**src/rtl/uart_tx_scheduler_if.sv**
```systemverilog
// uart_tx_scheduler_if: requester and transmitter handshake bundle for uart_tx_scheduler
// master: producers/transmitter side (drives req_valid, req_data, tx_done)
// slave : scheduler side (drives req_ready, tx_start, tx_data, grant_id, busy, timeout_err)
interface uart_tx_scheduler_if #(
  parameter int N_REQ = 4
);
  localparam int GW = $clog2(N_REQ);
  logic [N_REQ-1:0]   req_valid;
  logic [8*N_REQ-1:0] req_data;
  logic [N_REQ-1:0]   req_ready;
  logic               tx_start;
  logic [7:0]         tx_data;
  logic               tx_done;
  logic [GW-1:0]      grant_id;
  logic               busy;
  logic               timeout_err;
  modport master (
    output req_valid, req_data, tx_done,
    input  req_ready, tx_start, tx_data, grant_id, busy, timeout_err
  );
  modport slave (
    input  req_valid, req_data, tx_done,
    output req_ready, tx_start, tx_data, grant_id, busy, timeout_err
  );
endinterface

```
**src/rtl/uart_tx_scheduler.sv**
```systemverilog
// uart_tx_scheduler: round-robin sharing of one UART byte transmitter with idle gap and completion timeout
// clk, reset_n (async, active-low), br_tick (baud tick); bus: uart_tx_scheduler_if.slave
module uart_tx_scheduler #(
  parameter int N_REQ         = 4,
  parameter int GAP_TICKS     = 2,
  parameter int TIMEOUT_TICKS = 16
) (
  input  logic clk,
  input  logic reset_n,
  input  logic br_tick,
  uart_tx_scheduler_if.slave bus
);
  localparam int GW   = $clog2(N_REQ);
  localparam int MAXT = (GAP_TICKS > TIMEOUT_TICKS) ? GAP_TICKS : TIMEOUT_TICKS;
  localparam int CW   = $clog2(MAXT) + 1;
  localparam logic [CW-1:0] TO_LAST  = CW'(TIMEOUT_TICKS - 1);
  localparam logic [CW-1:0] GAP_LAST = CW'((GAP_TICKS > 0) ? GAP_TICKS - 1 : 0);
  typedef enum logic [1:0] {ARB, LOAD, SEND, GAP} state_t;
  state_t          state, state_n;
  logic [GW-1:0]   rr_ptr, win, grant_id;
  logic [CW-1:0]   cnt, cnt_n;
  logic [7:0]      tx_data;
  logic            any, accept, timeout;
  assign any    = |bus.req_valid;
  assign accept = state == ARB && any;
  // First valid index at or after rr_ptr; scanning downward lets the nearest one win.
  always_comb begin
    win = '0;
    for (int i = N_REQ - 1; i >= 0; i--)
      if (bus.req_valid[(int'(rr_ptr) + i) % N_REQ]) win = GW'((int'(rr_ptr) + i) % N_REQ);
  end
  always_comb begin
    state_n = state;
    cnt_n   = cnt;
    timeout = 1'b0;
    case (state)
      ARB:  state_n = any ? LOAD : ARB;
      LOAD: begin
        state_n = SEND;
        cnt_n   = '0;
      end
      // tx_done takes priority over a terminal tick arriving in the same cycle
      SEND: if (bus.tx_done) begin
        state_n = (GAP_TICKS == 0) ? ARB : GAP;
        cnt_n   = '0;
      end else if (br_tick) begin
        state_n = (cnt == TO_LAST) ? ARB : SEND;
        cnt_n   = (cnt == TO_LAST) ? '0 : cnt + CW'(1);
        timeout = cnt == TO_LAST;
      end
      GAP: if (br_tick) begin
        state_n = (cnt == GAP_LAST) ? ARB : GAP;
        cnt_n   = (cnt == GAP_LAST) ? '0 : cnt + CW'(1);
      end
      default: state_n = ARB;
    endcase
  end
  always_ff @(posedge clk or negedge reset_n) begin
    if (!reset_n) begin
      state    <= ARB;
      cnt      <= '0;
      rr_ptr   <= '0;
      grant_id <= '0;
      tx_data  <= '0;
    end else begin
      state <= state_n;
      cnt   <= cnt_n;
      if (accept) begin
        tx_data  <= bus.req_data[8*win +: 8];
        grant_id <= win;
        rr_ptr   <= (win == GW'(N_REQ - 1)) ? '0 : win + GW'(1);
      end
    end
  end
  // req_ready is gated by reset_n so it stays low while reset is asserted with requests pending
  assign bus.req_ready   = (accept && reset_n) ? N_REQ'(1) << win : '0;
  assign bus.tx_start    = state == LOAD;
  assign bus.busy        = state != ARB;
  assign bus.timeout_err = timeout;
  assign bus.tx_data     = tx_data;
  assign bus.grant_id    = grant_id;
endmodule

```
**src/flat_wrapper.sv**
```systemverilog
// flat-port wrapper written by rule: the top's interface ports become plain ports
module uart_tx_scheduler_flat 
#(
  parameter int N_REQ         = 4,
  parameter int GAP_TICKS     = 2,
  parameter int TIMEOUT_TICKS = 16
)
  (clk, reset_n, br_tick, bus_req_valid, bus_req_data, bus_tx_done, bus_req_ready, bus_tx_start, bus_tx_data, bus_grant_id, bus_busy, bus_timeout_err);
  uart_tx_scheduler_if #(.N_REQ(N_REQ)) bus_i ();
  input  logic clk;
  input  logic reset_n;
  input  logic br_tick;
  input wire logic [$bits(bus_i.req_valid)-1:0] bus_req_valid;
  input wire logic [$bits(bus_i.req_data)-1:0] bus_req_data;
  input wire logic [$bits(bus_i.tx_done)-1:0] bus_tx_done;
  output wire logic [$bits(bus_i.req_ready)-1:0] bus_req_ready;
  output wire logic [$bits(bus_i.tx_start)-1:0] bus_tx_start;
  output wire logic [$bits(bus_i.tx_data)-1:0] bus_tx_data;
  output wire logic [$bits(bus_i.grant_id)-1:0] bus_grant_id;
  output wire logic [$bits(bus_i.busy)-1:0] bus_busy;
  output wire logic [$bits(bus_i.timeout_err)-1:0] bus_timeout_err;
  assign bus_i.req_valid = bus_req_valid;
  assign bus_i.req_data = bus_req_data;
  assign bus_i.tx_done = bus_tx_done;
  assign bus_req_ready = bus_i.req_ready;
  assign bus_tx_start = bus_i.tx_start;
  assign bus_tx_data = bus_i.tx_data;
  assign bus_grant_id = bus_i.grant_id;
  assign bus_busy = bus_i.busy;
  assign bus_timeout_err = bus_i.timeout_err;
  uart_tx_scheduler #(.N_REQ(N_REQ), .GAP_TICKS(GAP_TICKS), .TIMEOUT_TICKS(TIMEOUT_TICKS)) u_core (.clk(clk), .reset_n(reset_n), .br_tick(br_tick), .bus(bus_i));
endmodule
```
**config.mk**
```make
export PLATFORM = sky130hd
export DESIGN_NAME = uart_tx_scheduler_flat
export DESIGN_NICKNAME = d
export VERILOG_FILES = /design/src/rtl/uart_tx_scheduler_if.sv /design/src/rtl/uart_tx_scheduler.sv /design/src/flat_wrapper.sv
export SDC_FILE = /design/constraint.sdc
export NUM_CORES = 1
export LEC_CHECK = 0
export ABC_CLOCK_PERIOD_IN_PS = 4400
export BUFFER_PORTS_ARGS = -buffer_cell sky130_fd_sc_hd__buf_2
export CORE_UTILIZATION = 51
export CTS_CLUSTER_SIZE = 8
export DETAILED_ROUTE_END_ITERATION = 6
export PLACE_DENSITY = 0.85
export SLEW_MARGIN = 20
export SYNTH_ARGS = -nofsm -noshare
export SYNTH_HDL_FRONTEND = slang
export SYNTH_SLANG_ARGS = --single-unit
```
**constraint.sdc**
```tcl
create_clock -name clk -period 4.4 [get_ports clk]
set_input_delay 0.66 -clock clk [delete_from_list [all_inputs] [get_ports clk]]
set_output_delay 0.66 -clock clk [all_outputs]
set_load 0.005 [all_outputs]
```
==> results of run 1 <==
## worst register-to-register path, stage by stage (launching register included)
cell,delay (ns)
dfrtp_1,0.49
ha_1,0.19
or4b_1,0.49
a32oi_1,0.42
nor2_1,0.10
a21oi_1,0.15
o22ai_1,0.10
## layer usage
metal	routed length (µm)	global-route usage	share of wire
met1	1510	0.305	0.45
met2	1720	0.422	0.51
met3	118	0.0374	0.035
met4	27	0.0877	0.0080
met5	0	0	0
## registers in the layout, indices dropped and copies added, names as in the netlist
signal,cells
u_core.bus.tx_data,8
u_core.cnt,5
u_core.bus.grant_id,2
u_core.rr_ptr,2
u_core.state,2
## power breakdown
group / internal [mW] / total [mW] / switching, mW / leakage, nW
Clock: 0.0346 / 0.0943 / 0.0597 / 0.0139
Combinational: 0.188 / 0.419 / 0.231 / 0.557
Sequential: 0.247 / 0.324 / 0.0773 / 0.221
Total: 0.469 / 0.837 / 0.368 / 0.792
## kinds of logic (layout without fill, tap and decap cells)
kind of cell    count (synthesis)  after routing  synth area share
compound gates                 51             51             0.282
fa+ha+maj                       4              4            0.0377
buf+inv                        14             69            0.0660
flops                          19             19             0.358
mux                             9              9            0.0689
simple gates                   49             49             0.187
## cell type report
class,instances,area [µm²]
clock buffers,3,22.5
clock inverters,1,7.51
fillers,208,848
inverters,8,35.0
multi-input cells,113,763
flip-flops and latches,19,475
well taps,30,37.5
repair buffers,57,288
## how the worst max path moves through the flow
stage	from	end	slack, ns	depth (start not counted)
after floorplan	bus_req_valid[2]	bus_req_ready[2]	2.03	7
after global placement	bus_req_valid[1]	bus_req_ready[2]	1.78	8
after detailed placement	bus_req_valid[1]	bus_req_ready[2]	1.70	8
after CTS	u_core.rr_ptr[1]	bus_req_ready[2]	1.60	7
after global routing	u_core.rr_ptr[1]	bus_req_ready[2]	1.48	7
final	u_core.rr_ptr[1]	bus_req_ready[2]	1.60	7
## layout by cell type (no fill, tap or decap), types with 2 or more instances in the layout
master / synthesis / final
ha_1: 4 / 4
a21o_1: 3 / 3
clkbuf_4: 0 / 3
nand2_1: 12 / 12
a21oi_1: 5 / 5
mux2i_1: 8 / 8
inv_1: 7 / 7
nor3_1: 3 / 3
nor2_1: 16 / 16
a21boi_0: 8 / 8
a211oi_1: 16 / 16
and3_1: 2 / 2
buf_2: 2 / 56
o211ai_1: 2 / 2
nand3_1: 4 / 4
o21ai_0: 7 / 7
dfrtp_1: 19 / 19
==> out/qor.yml, run 1 <==
outcome: "completed"
grtUsageTotal: 0.245
crit_chain: "mux2_2 -> nand2_2 -> and2_4 -> inv_6 -> ha_1 -> and3_1 -> buf_2"
syn_nets: 190
ys.flop_type: "dfrtp_1"
yosysSeqAreaShare: 0.358
reg2reg_slack_ns: 2.36
area_delta_synth_final_pct: 22.8
ir_drop_mv: 0.300
holdBufCountCts: 0
synth_edf_count: 0
clock_sinks: 19
ys_seq_elements: 19
wire_per_inst_um: 14.6
yosys.area.top_type: "dfrtp_1"
r2r-end: "u_core.cnt[1]"
maxSlewHeadroom: 0.459
cap_violations: 0
synth_most_common_cell: "dfrtp_1"
postPlaceCellArea_um2: 1600
fp.dieW_um: 53.0
clk_path_buf_depth: 2
post-route-util: 0.658
drv_slew: 0
vias: 1344
first_iter_violations: 46
yosysWarnings: 0
syn_area_um2: 1330
remaining_drc_errors: 0
routed_wl_um: 3370
cts_buffers: 3
fin_nets: 246
start_kind: "flop"
cts_resized: 0
path_buf_inv: 2
path_clk_slew_ns: 0.12
setup_viol: 0
drive_gt1_frac: 0.333
die_area_um2: 2810
grt_first_pass_wirelength_um: 4990
final_cells: 231
postCtsSetupBuffers: 0
power.total_mw: 0.837
rsz0062_at_grt: "no"
min_path_type: "in -> async"
finClkSkew_ns: 0.00520
cts_root_buffer: "clkbuf_4"
rr_startpoint: "u_core.cnt[0]"
antenna_cells: 0
finalCriticalPeriod_ns: 2.80
start_util: 0.535
pre_cts_ws_ns: 1.70
overflow: 0
setup_ws_ns: 1.60
antenna_left: 0
required_ns: 3.74
hold_violations: 0
io_pins: 57
slowest_stage: "dfrtp_1"
cts_tree: "done"
critPathCaptureType: "primary output"
syn_area_per_cell_um2: 9.08
drt-pass1-iter-count: 4
cts_htree_levels: 1
async_reset_ff_frac: 1.00
slowest_delay_ns: 0.51
cp_top_family: "simple AND/OR/NAND/NOR gates"
dp_hpwl_um: 2610
hold_slack_ns: 0.290
dp.cells: 227
powerDensity_nw_per_um2: 514
synth.top_cell.area_share: 0.358
antenna_found_initial: 0
num_rows: 18
tightest_slew_ns: 0.812
core_um2: 2480
grt_pass1_vias: 1199
crit_arrival_ns: 2.14
synth_common_cells: "19 x dfrtp_1, 16 x a211oi_1, 16 x nor2_1"
grt_max_degree: 22
final_area_um2: 1630
ys_types: 44
worstSkewPairLatency_ns: 0.30
die_y_um: 53.0
leakagePower_nw: 0.792
synth.area.top_cells: "dfrtp_1 36%, a211oi_1 9.1%, mux2i_1 6.0%"
worstSetupPathType: "reg -> out"
min_period_over_period: 0.637
reg2reg_depth: 6
place.port_buffers: 56
syn_inst: 146
maxClockFrequency_mhz: 357
vias_per_cell: 5.82
crit_path_max_fanout: 12
gp_congestion: 0.818
finalSetupTns_ns: 0
(Power assumes the default switching activity.)
==> run 2, diff against run 1 <==
Settings changed: ABC_CLOCK_PERIOD_IN_PS 4400 to 2500, CORE_UTILIZATION 51 to 43, PLACE_DENSITY 0.85 to 0.76.
Clock period 4.4 ns to 2.5 ns, I/O delays scaled along.
==> out/qor.yml, run 2 (synthesized netlist as in run 1, its figures left out) <==
clk_path_buf_depth: 2  # unchanged
antenna_found_initial: 0  # unchanged
intPower_mw: 0.856  # was 0.469 mW
multiInputGateArea_um2: 773  # was 763 µm²
routed_wl_um: 3470  # was 3370 µm
seq_power_share: 0.379  # was 0.387
remaining_drc_errors: 3  # was 0
top_regs: "u_core.bus.tx_data (8), u_core.cnt (5)"  # unchanged
rsz0062_at_grt: "no"  # unchanged
leakagePower_nw: 0.829  # was 0.792 nW
post-route-util: 0.596  # was 0.658
cts_tree: "done"  # unchanged
core_um2: 2830  # was 2480 µm²
num_rows: 19  # was 18
first_iter_violations: 74  # was 46
switching_share: 0.433  # was 0.439
hold_violations: 0  # unchanged
final_cell_mix: "56 x buf_2, 18 x dfrtp_1, 16 x nor2_1, 16 x a211oi_1, 12 x nand2_1"  # was 56 x buf_2, 19 x dfrtp_1, 16 x nor2_1, 16 x a211oi_1, 12 x nand2_1
drive_gt1_frac: 0.357  # was 0.333
regArea_um2: 477  # was 475 µm²
grt_first_pass_wirelength_um: 5490  # was 4990 µm
finalCriticalPeriod_ns: 2.40
fp.dieW_um: 57.5  # was 53.0 µm
grt_pass1_vias: 1231  # was 1,199
critPathCaptureType: "primary output"  # unchanged
pwr-share-clk: 0.109  # was 0.113
combPwrFrac: 0.512  # was 0.500
clock_sinks: 19  # unchanged
cts_root_buffer: "clkbuf_4"  # unchanged
drv_slew: 0  # unchanged
tightest_slew_ns: 0.863  # was 0.812 ns
die_y_um: 57.5  # was 53.0 µm
dp_hpwl_um: 2700  # was 2610 µm
maxClockFrequency_mhz: 417
powerDensity_nw_per_um2: 894  # was 514 nW/µm²
vias: 1351  # was 1,344
power.switching_mw: 0.652  # was 0.368 mW
crit_path_max_fanout: 12  # unchanged
finalSetupTns_ns: 0  # unchanged
finClkSkew_ns: 0.0150  # was 0.00520 ns
grtUsageTotal: 0.214  # was 0.245
io_pins: 57  # unchanged
gp_congestion: 0.847  # was 0.818
path_clk_slew_ns: 0.13  # was 0.12 ns
outcome: "complete, but fails checks"  # was completed
max_flop_register: "u_core.bus.tx_data"  # unchanged
start_kind: "flop"  # unchanged
cts_htree_levels: 1  # unchanged
ir_drop_mv: 0.428  # was 0.300 mV
setup_viol: 0  # unchanged
wire_per_inst_um: 14.6  # about the same
grt_max_degree: 15  # was 22
worstSetupPathType: "reg -> out"  # unchanged
dp.cells: 229  # was 227
vias_per_cell: 5.68  # was 5.82
maxSlewHeadroom: 0.424  # was 0.459
worstSkewPairLatency_ns: 0.31  # was 0.30 ns
required_ns: 2.12  # was 3.74 ns
die_area_um2: 3310  # was 2810 µm²
min_path_type: "in -> reg"  # was in -> async
largest_reg_flops: 8  # unchanged
drt-pass1-iter-count: 6  # was 4
antenna_cells: 0  # unchanged
place.port_buffers: 56  # unchanged
start_util: 0.469  # was 0.535
final_cells: 238  # was 231
min_period_over_period: 0.959
fin_nets: 252  # was 246
area_delta_synth_final_pct: 27.2  # was 22.8%
fillers: 246  # was 208
violations: "design-rule violations"
layout_commonest_cell: "buf_2"  # unchanged
antenna_left: 0  # unchanged
cap_violations: 0  # unchanged
cts_buffers: 3  # unchanged
crit_arrival_ns: 2.02  # was 2.14 ns
overflow: 0  # unchanged
==> run 2: changes by cell type in the layout (fill, tap and decap cells not counted), sizes merged <==
cell	change
clkinv	+1
dlygate4sd3	+1
buf	+5
clkinvlp	-1
==> run 2: power groups by stage <==
stage                     logic [mW]  registers, mW  clock network (mW)
after detailed placement       0.731          0.573                   0
after CTS                      0.736          0.569               0.166
final                          0.772          0.572               0.164
after global routing           0.863          0.593               0.176
after floorplan                0.578          0.520                   0
after global placement         0.706          0.566                   0
==> run 2: through the flow <==
step | worst slack [ns] | hold WS (ns) | power (mW) | instance area [µm²]
6_report | 0.103 | 0.382 | 1.51 | 1690
5_1_grt | 0.00547 | 0.406 | 1.63 | 1690
4_1_cts | 0.0135 | 0.389 | 1.47 | 1650
3_5_place_dp | 0.317 | 0.225 | 1.30 | 1610
3_3_place_gp | 0.337 | 0.227 | 1.27 | 1610
2_1_floorplan | 0.574 | 0.0794 | 1.10 | 1330
==> run 2: repair_timing <==
| action | 4_1_cts | 5_1_grt |
|---|---|---|
| setup endpoints to repair | 1 | 2 |
| hold endpoints to repair | 5 | 0 |
| hold buffers | 1 | 0 |
| pin swaps | 0 | 1 |
| buffers inserted | 0 | 4 |
| resized for setup | 1 | 2 |
| cloned | 0 | 0 |
==> run 2: area by class of cell <==
cell class | instances | share of cell area
Multi-Input combinational cell | 113 | 0.458
Tap cell | 31 | 0.0230
Inverter | 8 | 0.0208
Timing Repair Buffer | 63 | 0.199
Clock inverter | 1 | 0.00297
Sequential cell | 19 | 0.283
Clock buffer | 3 | 0.0134
==> run 2: layer usage <==
| layer | part of all wire | wire (µm) | GRT usage |
|---|---|---|---|
| met1 | 0.45 | 1560 | 0.281 |
| met2 | 0.49 | 1710 | 0.359 |
| met3 | 0.044 | 153 | 0.0272 |
| met4 | 0.012 | 40 | 0.0836 |
| met5 | 0 | 0 | 0 |
==> run 2: worst paths after layout <==
check	to	cells past startpoint	slack, ns	from
worst max-delay path	bus_req_ready[2]	7	0.10	u_core.rr_ptr[1]
worst min-delay path	u_core.bus.tx_data[1]	3	0.38	bus_req_data[9]
worst max register to register	u_core.cnt[1]	7	0.51	u_core.cnt[1]
worst min register to register	u_core.bus.grant_id[0]	2	0.49	u_core.bus.grant_id[0]
max in group asynchronous	u_core.cnt[0]	3	1.63	reset_n
min in group asynchronous	u_core.bus.grant_id[1]	2	0.42	reset_n
==> run 2: worst max-delay path: stages (launching register included) <==
cell     delay (ns)
dfrtp_2        0.45
mux2_2         0.37
nand2_4        0.12
and2_4         0.21
inv_6          0.08
ha_1           0.19
and3_1         0.16
buf_2          0.12
